File: src/rtl/hmi_arbiter.sv
// HMI bus arbiter: replays queued keypad codes as frame-timed press/release
// pulses over live input, and applies per-controller autofire to trigger 1.
package hmi_pkg;
    typedef struct packed {
        logic u;
        logic d;
        logic l;
        logic r;
        logic t1;
        logic t2;
    } ctrl_t;

    typedef struct packed {
        ctrl_t      c1;
        ctrl_t      c2;
        logic [9:0] num;
        logic       cl;
        logic       en;
        logic       pause;
    } hmi_t;
endpackage

module hmi_arbiter
    import hmi_pkg::*;
#(
    parameter int unsigned FIFO_DEPTH  = 8,
    parameter int unsigned HOLD_FRAMES = 3,
    parameter int unsigned GAP_FRAMES  = 3,
    parameter int unsigned AF_PERIOD   = 4
) (
    input  logic       CLK_SYS,
    input  logic       RST_N,
    input  logic       VBL,
    input  hmi_t       HMI_IN,
    input  logic [1:0] AF_EN,
    input  logic       INJ_VALID,
    input  logic [3:0] INJ_KEY,
    output logic       INJ_READY,
    output logic       INJ_BUSY,
    output hmi_t       HMI
);
    localparam int unsigned PTR_W   = $clog2(FIFO_DEPTH);
    localparam int unsigned FILL_W  = PTR_W + 1;
    localparam int unsigned CNT_MAX = (HOLD_FRAMES > GAP_FRAMES) ? HOLD_FRAMES : GAP_FRAMES;
    localparam int unsigned CNT_W   = $clog2(CNT_MAX + 1);
    localparam int unsigned AF_W    = $clog2(AF_PERIOD + 1);

    typedef enum logic [1:0] {ST_IDLE, ST_PRESS, ST_RELEASE} state_e;

    state_e            state_q, state_d;
    logic [3:0]        key_q, key_d;
    logic [CNT_W-1:0]  cnt_q, cnt_d;
    logic [AF_W-1:0]   af_cnt_q, af_cnt_d;
    logic              phase_q, phase_d;
    logic              vbl_q;
    logic [PTR_W-1:0]  wr_ptr_q, wr_ptr_d, rd_ptr_q, rd_ptr_d;
    logic [FILL_W-1:0] fill_q, fill_d;
    logic [3:0]        mem_q [FIFO_DEPTH];
    hmi_t              hmi_q, hmi_d;
    logic              busy_q, busy_d;

    logic       tick, full, push, pop;
    logic [3:0] head;

    assign tick      = VBL & ~vbl_q;
    assign full      = (fill_q == FILL_W'(FIFO_DEPTH));
    assign push      = INJ_VALID & ~full;
    assign head      = mem_q[rd_ptr_q];
    assign INJ_READY = ~full;
    assign INJ_BUSY  = busy_q;
    assign HMI       = hmi_q;

    // Sequencer next-state; IDLE pops one entry per cycle, skipping reserved codes
    always_comb begin
        state_d = state_q;
        key_d   = key_q;
        cnt_d   = cnt_q;
        pop     = 1'b0;
        case (state_q)
            ST_IDLE: begin
                if (fill_q != '0) begin
                    pop = 1'b1;
                    if (head < 4'd13) begin
                        key_d   = head;
                        cnt_d   = '0;
                        state_d = ST_PRESS;
                    end
                end
            end
            ST_PRESS: begin
                if (tick) begin
                    if (cnt_q + CNT_W'(1) == CNT_W'(HOLD_FRAMES)) begin
                        cnt_d   = '0;
                        state_d = ST_RELEASE;
                    end else begin
                        cnt_d = cnt_q + CNT_W'(1);
                    end
                end
            end
            ST_RELEASE: begin
                if (tick) begin
                    if (cnt_q + CNT_W'(1) == CNT_W'(GAP_FRAMES)) begin
                        cnt_d   = '0;
                        state_d = ST_IDLE;
                    end else begin
                        cnt_d = cnt_q + CNT_W'(1);
                    end
                end
            end
            default: state_d = ST_IDLE;
        endcase
    end

    // FIFO pointers and fill count; depth is a power of two so pointers wrap freely
    always_comb begin
        wr_ptr_d = push ? wr_ptr_q + PTR_W'(1) : wr_ptr_q;
        rd_ptr_d = pop  ? rd_ptr_q + PTR_W'(1) : rd_ptr_q;
        case ({push, pop})
            2'b10:   fill_d = fill_q + FILL_W'(1);
            2'b01:   fill_d = fill_q - FILL_W'(1);
            default: fill_d = fill_q;
        endcase
    end

    // Free-running autofire phase
    always_comb begin
        af_cnt_d = af_cnt_q;
        phase_d  = phase_q;
        if (tick) begin
            if (af_cnt_q == AF_W'(AF_PERIOD - 1)) begin
                af_cnt_d = '0;
                phase_d  = ~phase_q;
            end else begin
                af_cnt_d = af_cnt_q + AF_W'(1);
            end
        end
    end

    // Output mux uses next state so a state change lands on HMI in the same edge
    always_comb begin
        hmi_d       = HMI_IN;
        hmi_d.c1.t1 = HMI_IN.c1.t1 & (~AF_EN[0] | phase_d);
        hmi_d.c2.t1 = HMI_IN.c2.t1 & (~AF_EN[1] | phase_d);
        if (state_d != ST_IDLE) begin
            hmi_d.num   = '0;
            hmi_d.cl    = 1'b0;
            hmi_d.en    = 1'b0;
            hmi_d.pause = 1'b0;
            if (state_d == ST_PRESS) begin
                if (key_d < 4'd10)       hmi_d.num[key_d] = 1'b1;
                else if (key_d == 4'd10) hmi_d.cl    = 1'b1;
                else if (key_d == 4'd11) hmi_d.en    = 1'b1;
                else if (key_d == 4'd12) hmi_d.pause = 1'b1;
            end
        end
        busy_d = (fill_d != '0) || (state_d != ST_IDLE);
    end

    always_ff @(posedge CLK_SYS) begin
        if (!RST_N) begin
            state_q  <= ST_IDLE;
            key_q    <= '0;
            cnt_q    <= '0;
            af_cnt_q <= '0;
            phase_q  <= 1'b0;
            vbl_q    <= 1'b0;
            wr_ptr_q <= '0;
            rd_ptr_q <= '0;
            fill_q   <= '0;
            hmi_q    <= '0;
            busy_q   <= 1'b0;
        end else begin
            state_q  <= state_d;
            key_q    <= key_d;
            cnt_q    <= cnt_d;
            af_cnt_q <= af_cnt_d;
            phase_q  <= phase_d;
            vbl_q    <= VBL;
            wr_ptr_q <= wr_ptr_d;
            rd_ptr_q <= rd_ptr_d;
            fill_q   <= fill_d;
            hmi_q    <= hmi_d;
            busy_q   <= busy_d;
        end
    end

    // Storage needs no reset; the pointers define what is valid
    always_ff @(posedge CLK_SYS) begin
        if (push) mem_q[wr_ptr_q] <= INJ_KEY;
    end
endmodule
File: config.mk
export PLATFORM = sky130hd
export DESIGN_NAME = hmi_arbiter
export DESIGN_NICKNAME = d
export VERILOG_FILES = /design/src/rtl/hmi_arbiter.sv
export SDC_FILE = /design/constraint.sdc
export NUM_CORES = 1
export LEC_CHECK = 0
export BUFFER_PORTS_ARGS = -buffer_cell sky130_fd_sc_hd__buf_2
export CAP_MARGIN = 25
export CELL_PAD_IN_SITES_DETAIL_PLACEMENT = 0
export CELL_PAD_IN_SITES_GLOBAL_PLACEMENT = 2
export CORE_ASPECT_RATIO = 1.2
export CORE_UTILIZATION = 33
export DETAILED_ROUTE_END_ITERATION = 10
export PLACE_DENSITY_LB_ADDON = 0.1
export SYNTH_ARGS = -nofsm -noshare
export SYNTH_HDL_FRONTEND = slang
export SYNTH_SLANG_ARGS = --single-unit
File: constraint.sdc
create_clock -name CLK_SYS -period 2.7 [get_ports CLK_SYS]
set_input_delay 0.54 -clock CLK_SYS [delete_from_list [all_inputs] [get_ports CLK_SYS]]
set_output_delay 0.54 -clock CLK_SYS [all_outputs]
set_load 0.01 [all_outputs]
==> results of run 1 <==
[stage by stage]
stage	setup WS [ns]	instances
2_1_floorplan	0.0453	276
3_3_place_gp	-0.0895	460
3_5_place_dp	-0.175	460
4_1_cts	0.00609	476
5_1_grt	-0.0536	476
6_report	0.109	476
[critical path, cell delays in order (launching register included)]
cell	delay (ns)
sky130_fd_sc_hd__dfxtp_1	0.36
sky130_fd_sc_hd__nor4_4	0.37
sky130_fd_sc_hd__nand2b_1	0.17
sky130_fd_sc_hd__inv_1	0.07
sky130_fd_sc_hd__ha_1	0.22
sky130_fd_sc_hd__ha_1	0.28
sky130_fd_sc_hd__a21o_1	0.17
sky130_fd_sc_hd__a21oi_1	0.18
sky130_fd_sc_hd__xnor2_1	0.14
sky130_fd_sc_hd__nor2_1	0.07
sky130_fd_sc_hd__xor2_1	0.15
sky130_fd_sc_hd__o31a_1	0.29
[power by group]
part	switching, W	total (W)	internal (W)
clock network	0.000530	0.00129	0.000758
registers	0.000148	0.00167	0.00152
logic	0.000852	0.00156	0.000710
total	0.00153	0.00452	0.00299
[kinds of logic (layout without fill, tap and decap cells)]
family          count (synthesis)  after routing  synth area share (%)
simple gates                   85             85                  13.8
flops                          84             84                  57.2
compound gates                 54             54                  12.0
buf+inv                        20             94                  2.57
mux                            13             13                  8.04
fa+ha+maj                      11             11                  4.15
xor+xnor                        9              9                  2.25
[routing by layer]
layer	global-route usage (%)	up-vias	wire (µm)
met4	7.56	0	134
met1	16.5	1054	3010
li1	-	1148	-
met2	22.1	54	3370
met5	0	-	0
met3	3.17	10	285
[cell type report]
type / count / area [µm²]
Clock buffer: 10 / 239
Tap cell: 126 / 158
Sequential cell: 84 / 2000
Clock inverter: 6 / 75.1
Inverter: 10 / 37.5
Fill cell: 983 / 5860
Multi-Input combinational cell: 172 / 1430
Timing Repair Buffer: 68 / 358
[state kept, by name (all words and copies together) (netlist names), named ones only]
| register | count |
|---|---|
| mem_q | 32 |
| HMI | 25 |
| fill_q | 4 |
| key_q | 4 |
| af_cnt_q | 3 |
| rd_ptr_q | 3 |
| wr_ptr_q | 3 |
| cnt_q | 2 |
| state_q | 2 |
| INJ_BUSY | 1 |
| phase_q | 1 |
| vbl_q | 1 |
[synth_stat cells (all sizes together), types with 2 or more instances]
cell type,instances,area (µm²)
a211oi,6,62.6
a21oi,11,55.1
a22o,11,96.3
a2bb2oi,2,35.0
and2,15,93.8
buf,4,28.8
clkbuf,6,23.8
dfxtp,52,1040
edfxtp,32,961
ha,10,125
inv,10,37.5
mux2i,4,90.1
mux4,8,180
nand2,14,52.6
nand2b,5,31.3
nand3,3,15.0
nand4,2,12.5
nor2,22,82.6
nor2b,6,37.5
nor3,7,35.0
nor4,6,71.3
o21a,3,22.5
o21ai,9,45.0
o311ai,2,17.5
xnor2,2,17.5
xor2,7,61.3
[how the worst max path moves through the flow]
stage / start / to / cells past startpoint
after global routing: fill_q[2] / INJ_BUSY / 11
after floorplan: fill_q[2] / INJ_BUSY / 12
after global placement: fill_q[2] / INJ_BUSY / 11
final: fill_q[2] / INJ_BUSY / 11
after CTS: fill_q[2] / INJ_BUSY / 11
after detailed placement: fill_q[2] / INJ_BUSY / 11
[what timing repair did]
action                                  CTS  global route
endpoints found under the setup margin   13            14
hold buffers                              0             0
gates resized for setup                   2             3
==> run metrics, run 1 <==
result of the run=complete, no violations; Tcrit/Tclk final=96.0%; RR Startpoint=fill_q[2]; I/O pin total=62; sequential share of the synthesized area=57.2%; clk_skew=0.00785 ns; Layout Nets=391; Avg WL per Cell=14.3 µm; source-to-sink clock delay at the later pin of the worst-skew pair=0.34 ns; number of global-route vias before repair=2254; most frequent cells in the layout=sky130_fd_sc_hd__buf_2, sky130_fd_sc_hd__dfxtp_1, sky130_fd_sc_hd__edfxtp_1, sky130_fd_sc_hd__nor2_1, sky130_fd_sc_hd__and2_1; count of vias placed by the detailed router=2266; Detailed Routing Iterations Pass 1=4; area of all placed cells without fillers=4300 µm²; clock tree from TritonCTS=yes; placer's final routability congestion estimate=0.769; post-synthesis async set-or-reset flop share=0%; length in cells of the worst reg-to-reg path=11; worst hold start=AF_EN[1]; total global-route track usage=13.6%; peak fanout along the critical path=4; post-layout utilization of the core=42.3%; max-cap violation count=0; number of setup violations in the final report=0; arrival time at the worst endpoint=2.82 ns; Ant. Diodes=0; count of buffers added by post-CTS timing repair for setup=0; class of the most critical hold timing path=in -> reg; total number of clock tree sinks=84; commonest non-fill, non-tap cell in the layout=sky130_fd_sc_hd__buf_2; Min-Delay Path Depth=2; number of library cell types mapped by synthesis=53; wire length of the first global-routing pass=11.1 mm; Max Clk Rate=386 MHz; cts bufs inserted=9; crit start category=register; synth warn=0; required time of the critical path=2.93 ns; total power=0.00452 W; drt via density=4.76; unrepaired setup endpoints after global routing=yes; antenna-violating nets left=0; number of H-tree levels=3; maximum number of pins on one net before global-route repair=22; Placement Rows=40; violation count after the first detailed-route iteration=54; post-synthesis sequential element count=84; max-slew violation total from the final report=0; final hold violation count=0; clock-pin slew reported for the worst setup and hold paths after clock tree synthesis=0.06 ns; Cells after Synth=276; most used flip-flop cell after synthesis=sky130_fd_sc_hd__dfxtp_1; reg-to-reg setup timing slack=0.11 ns; worst reg2reg path endpoint=INJ_BUSY; x dimension of the die=96.0 µm; syn_nets=322; area of the die=11000 µm²; relative max-transition margin=54.0%; initial cell density of the core=34.4%; share of post-route cells with drive strength above 1=31.7%; time the worst path needs with I/O delays and setup=2.59 ns; worst hold-check slack=0.368 ns; area of the core=10200 µm²; half-perimeter wire length of the detailed placement result=5.00 mm; kind of critical path=reg -> reg; post-synth design cell area=3500 µm²; actual slew at the worst max-slew pin=0.684 ns; Hold EP=HMI[14]; number of port buffers=61; worst vdd rail ir drop=0.000353 V; setup_tns=0 ns; antenna violations before repair=0; leakage=1.69 nW; Die Span Y=115 µm; Post-Syn Area per Cell=12.7 µm²; root buffer cell=sky130_fd_sc_hd__clkbuf_16; Post-synth EDFFs=32; kind of end point of the critical path=register; layout overhead on the synthesized area=22.8%; number of buffers on the longest clock path=2; Routed WL=6.80 mm; total cell area at the placement stage=3960 µm²; areal power density over the cells=1050 nW/µm²; post-detailed-route DRC marker count=0; Remaining Overflow, GRT=0
(Power assumes the default switching activity.)
==> run 2, diff against run 1 <==
--- a/config.mk
+++ b/config.mk
@@ -5,13 +5,15 @@
 export SDC_FILE = /design/constraint.sdc
 export NUM_CORES = 1
 export LEC_CHECK = 0
+export ABC_AREA = 1
 export BUFFER_PORTS_ARGS = -buffer_cell sky130_fd_sc_hd__buf_2
 export CAP_MARGIN = 25
 export CELL_PAD_IN_SITES_DETAIL_PLACEMENT = 0
 export CELL_PAD_IN_SITES_GLOBAL_PLACEMENT = 2
 export CORE_ASPECT_RATIO = 1.2
-export CORE_UTILIZATION = 33
+export CORE_UTILIZATION = 30
 export DETAILED_ROUTE_END_ITERATION = 10
+export HOLD_SLACK_MARGIN = 0.1
 export PLACE_DENSITY_LB_ADDON = 0.1
 export SYNTH_ARGS = -nofsm -noshare
 export SYNTH_HDL_FRONTEND = slang
==> run 2 against run 1 <==
  * Total power up 7.7%
  * Design area up 5.6%
  * Sequential power down 2%
  * Cell count up 41%
  * Sequential cell count unchanged
  * Fmax up 6.1%
  * Routed wire length up 17%
  * Worst hold slack better by 0.0094 ns
==> run metrics, run 2 <==
post-synthesis sequential element count=84; Tcrit/Tclk final=90.5%; cts bufs inserted=9; relative contribution of combinational cells to total power=40.5%; Remaining Overflow, GRT=0; Net Switching=0.00189 W; Detailed Routing Iterations Pass 1=4; clock-pin slew reported for the worst setup and hold paths after clock tree synthesis=0.06 ns; clock tree from TritonCTS=yes; most instantiated cells after synthesis=sky130_fd_sc_hd__nand2_1, sky130_fd_sc_hd__inv_1, sky130_fd_sc_hd__dfxtp_1; setup_tns=0 ns; most frequent cell after synthesis=sky130_fd_sc_hd__nand2_1; initial cell density of the core=30.8%; length in cells of the worst reg-to-reg path=14; number of library cell types mapped by synthesis=27; x dimension of the die=104 µm; Placement Rows=44; Pint=0.00297 W; reg-to-reg setup timing slack=0.26 ns; total cell area at the placement stage=4200 µm²; time the worst path needs with I/O delays and setup=2.44 ns; post-synth design cell area=3730 µm²; post-detailed-route DRC marker count=0; total of fill cells in the finished design=1310; flip-flop count of the largest register after layout=32; total number of clock tree sinks=84; synth warn=0; fraction of post-synthesis cell area in the top cell type by area=27.9%; combinational family with the most area after synthesis=simple AND/OR/NAND/NOR gates; area of the die=12900 µm²; actual slew at the worst max-slew pin=0.525 ns; peak fanout along the critical path=4; Post-synth EDFFs=32; max-cap violation count=0; most used flip-flop cell after synthesis=sky130_fd_sc_hd__dfxtp_1; worst hold-check slack=0.377 ns; commonest non-fill, non-tap cell in the layout=sky130_fd_sc_hd__nand2_1; count of vias placed by the detailed router=2878; FF/Latch Area=2000 µm²; relative max-transition margin=64.8%; post-synthesis async set-or-reset flop share=0%; Layout Nets=552; kind of end point of the critical path=register; leading cell types by total area after synthesis=sky130_fd_sc_hd__dfxtp_1, sky130_fd_sc_hd__edfxtp_1, sky130_fd_sc_hd__nand2_1; number of port buffers=61; multi-input logic area=1410 µm²; final hold violation count=0; Post-Syn Area per Cell=8.50 µm²; Simple-Gate Fraction of Synth Area=27.0%; synthesized-area fraction occupied by ao, oa, aoi and oai cells=5.10%; Die Span Y=124 µm; result of the run=complete, no violations; Ant. Diodes=0; I/O pin total=62; Synth Area in Adders=3.89%; root buffer cell=sky130_fd_sc_hd__clkbuf_16; Hold EP=HMI[21]; antenna violations before repair=0; arrival time at the worst endpoint=2.68 ns; share of post-route cells with drive strength above 1=21.5%; max-slew violation total from the final report=0; RR Startpoint=state_q[0]; wire length of the first global-routing pass=13.4 mm; Reg power frac=33.5%; post-synthesis xor/xnor area fraction=0.939%; Routed WL=7.95 mm; violation count after the first detailed-route iteration=91; number of setup violations in the final report=0; syn_nets=485; post-route insts no fill=672; area of the core=12100 µm²; drt via density=4.28; leakage=2.13 nW; total power=0.00487 W; Min-Delay Path Depth=3; post-synthesis cell type with the largest combined area=sky130_fd_sc_hd__dfxtp_1; count of buffers added by post-CTS timing repair for setup=0; half-perimeter wire length of the detailed placement result=5.79 mm; Sw Ratio=38.9%; total global-route track usage=13.5%; number of H-tree levels=3; worst vdd rail ir drop=0.000366 V; kind of critical path=reg -> reg; worst reg2reg path endpoint=INJ_BUSY; antenna-violating nets left=0; area of all placed cells without fillers=4540 µm²; Cells after Synth=439; number of buffers on the longest clock path=2; number of placed instances, taps included=656; most flop-heavy register=mem_q; placer's final routability congestion estimate=0.730; required time of the critical path=2.94 ns; crit start category=register; Avg WL per Cell=11.8 µm; source-to-sink clock delay at the later pin of the worst-skew pair=0.34 ns; Max Clk Rate=409 MHz; most frequent cells in the layout=sky130_fd_sc_hd__nand2_1, sky130_fd_sc_hd__inv_1, sky130_fd_sc_hd__buf_2, sky130_fd_sc_hd__dfxtp_1, sky130_fd_sc_hd__nand3_1; unrepaired setup endpoints after global routing=no; clk_skew=0.00610 ns; sequential share of the synthesized area=53.7%; number of global-route vias before repair=2725; share of synthesized area spent on multiplexers=0%; areal power density over the cells=1070 nW/µm²; clock network fraction of total power=26.1%; worst hold start=HMI_IN[21]; class of the most critical hold timing path=in -> reg; layout overhead on the synthesized area=21.6%; maximum number of pins on one net before global-route repair=27
-- run 2: power by group through the flow --
stage	logic (W)	clock network, W	registers (W)
2_1_floorplan	0.00148	0	0.00168
3_3_place_gp	0.00198	0	0.00165
3_5_place_dp	0.00197	0	0.00166
4_1_cts	0.00197	0.00132	0.00163
5_1_grt	0.00230	0.00137	0.00166
6_report	0.00197	0.00127	0.00163
-- run 2: worst max path at each step --
stage	start	to	slack, ns
finish	state_q[0]	INJ_BUSY	0.26
detailed placement	state_q[1]	INJ_BUSY	0.12
global placement	state_q[0]	INJ_BUSY	0.21
CTS	state_q[1]	INJ_BUSY	0.1
global route	state_q[0]	INJ_BUSY	0.01
floorplan	state_q[0]	INJ_BUSY	0.05
-- run 2: kinds of logic after synthesis --
logic type	count (synthesis)
simple gates	224
flops	84
buf+inv	79
compound gates	37
fa+ha+maj	11
xor+xnor	4
-- run 2: cell type report --
| cell class | count | share of cell area (%) |
|---|---|---|
| clock buffer | 9 | 4.96 |
| clock inverter | 7 | 1.79 |
| inverter | 67 | 5.71 |
| multi-input combinational | 276 | 31.1 |
| sequential | 84 | 44.1 |
| tap | 161 | 4.44 |
| timing repair buffer | 68 | 7.89 |
-- run 2: what timing repair did --
action / in CTS / in global routing
gates resized for setup: 0 / 9
hold buffers: 0 / 0
setup endpoints to repair: 0 / 2
-- run 2: metrics by stage --
stage / setup WS (ns) / utilization (%)
6_report: 0.257 / 37.5
5_1_grt: 0.0147 / 37.5
4_1_cts: 0.0970 / 37.2
3_5_place_dp: 0.124 / 34.7
3_3_place_gp: 0.212 / 34.7
2_1_floorplan: 0.0463 / -
-- run 2: critical path: stages (launching register included) --
cell                      delay (ns)
sky130_fd_sc_hd__dfxtp_1        0.33
sky130_fd_sc_hd__inv_1          0.14
sky130_fd_sc_hd__ha_2           0.22
sky130_fd_sc_hd__inv_2          0.06
sky130_fd_sc_hd__nor2_4         0.11
sky130_fd_sc_hd__ha_2           0.23
sky130_fd_sc_hd__inv_1          0.09
sky130_fd_sc_hd__fa_1           0.38
sky130_fd_sc_hd__xnor2_1        0.13
sky130_fd_sc_hd__o21ai_0        0.22
sky130_fd_sc_hd__nand3_1        0.13
sky130_fd_sc_hd__nor2_1         0.12
sky130_fd_sc_hd__nand3_1        0.07
sky130_fd_sc_hd__nand2_1        0.07
sky130_fd_sc_hd__inv_1          0.04
-- run 2: per-layer routing --
metal | wire, µm | GRT usage [%] | up-vias | part of all wire (%)
met5 | 0 | 0 | - | 0
met4 | 138 | 6.16 | 0 | 1.7
met3 | 321 | 3.04 | 13 | 4.0
met2 | 3750 | 22.3 | 60 | 47
met1 | 3740 | 16.9 | 1288 | 47
li1 | - | - | 1517 | -
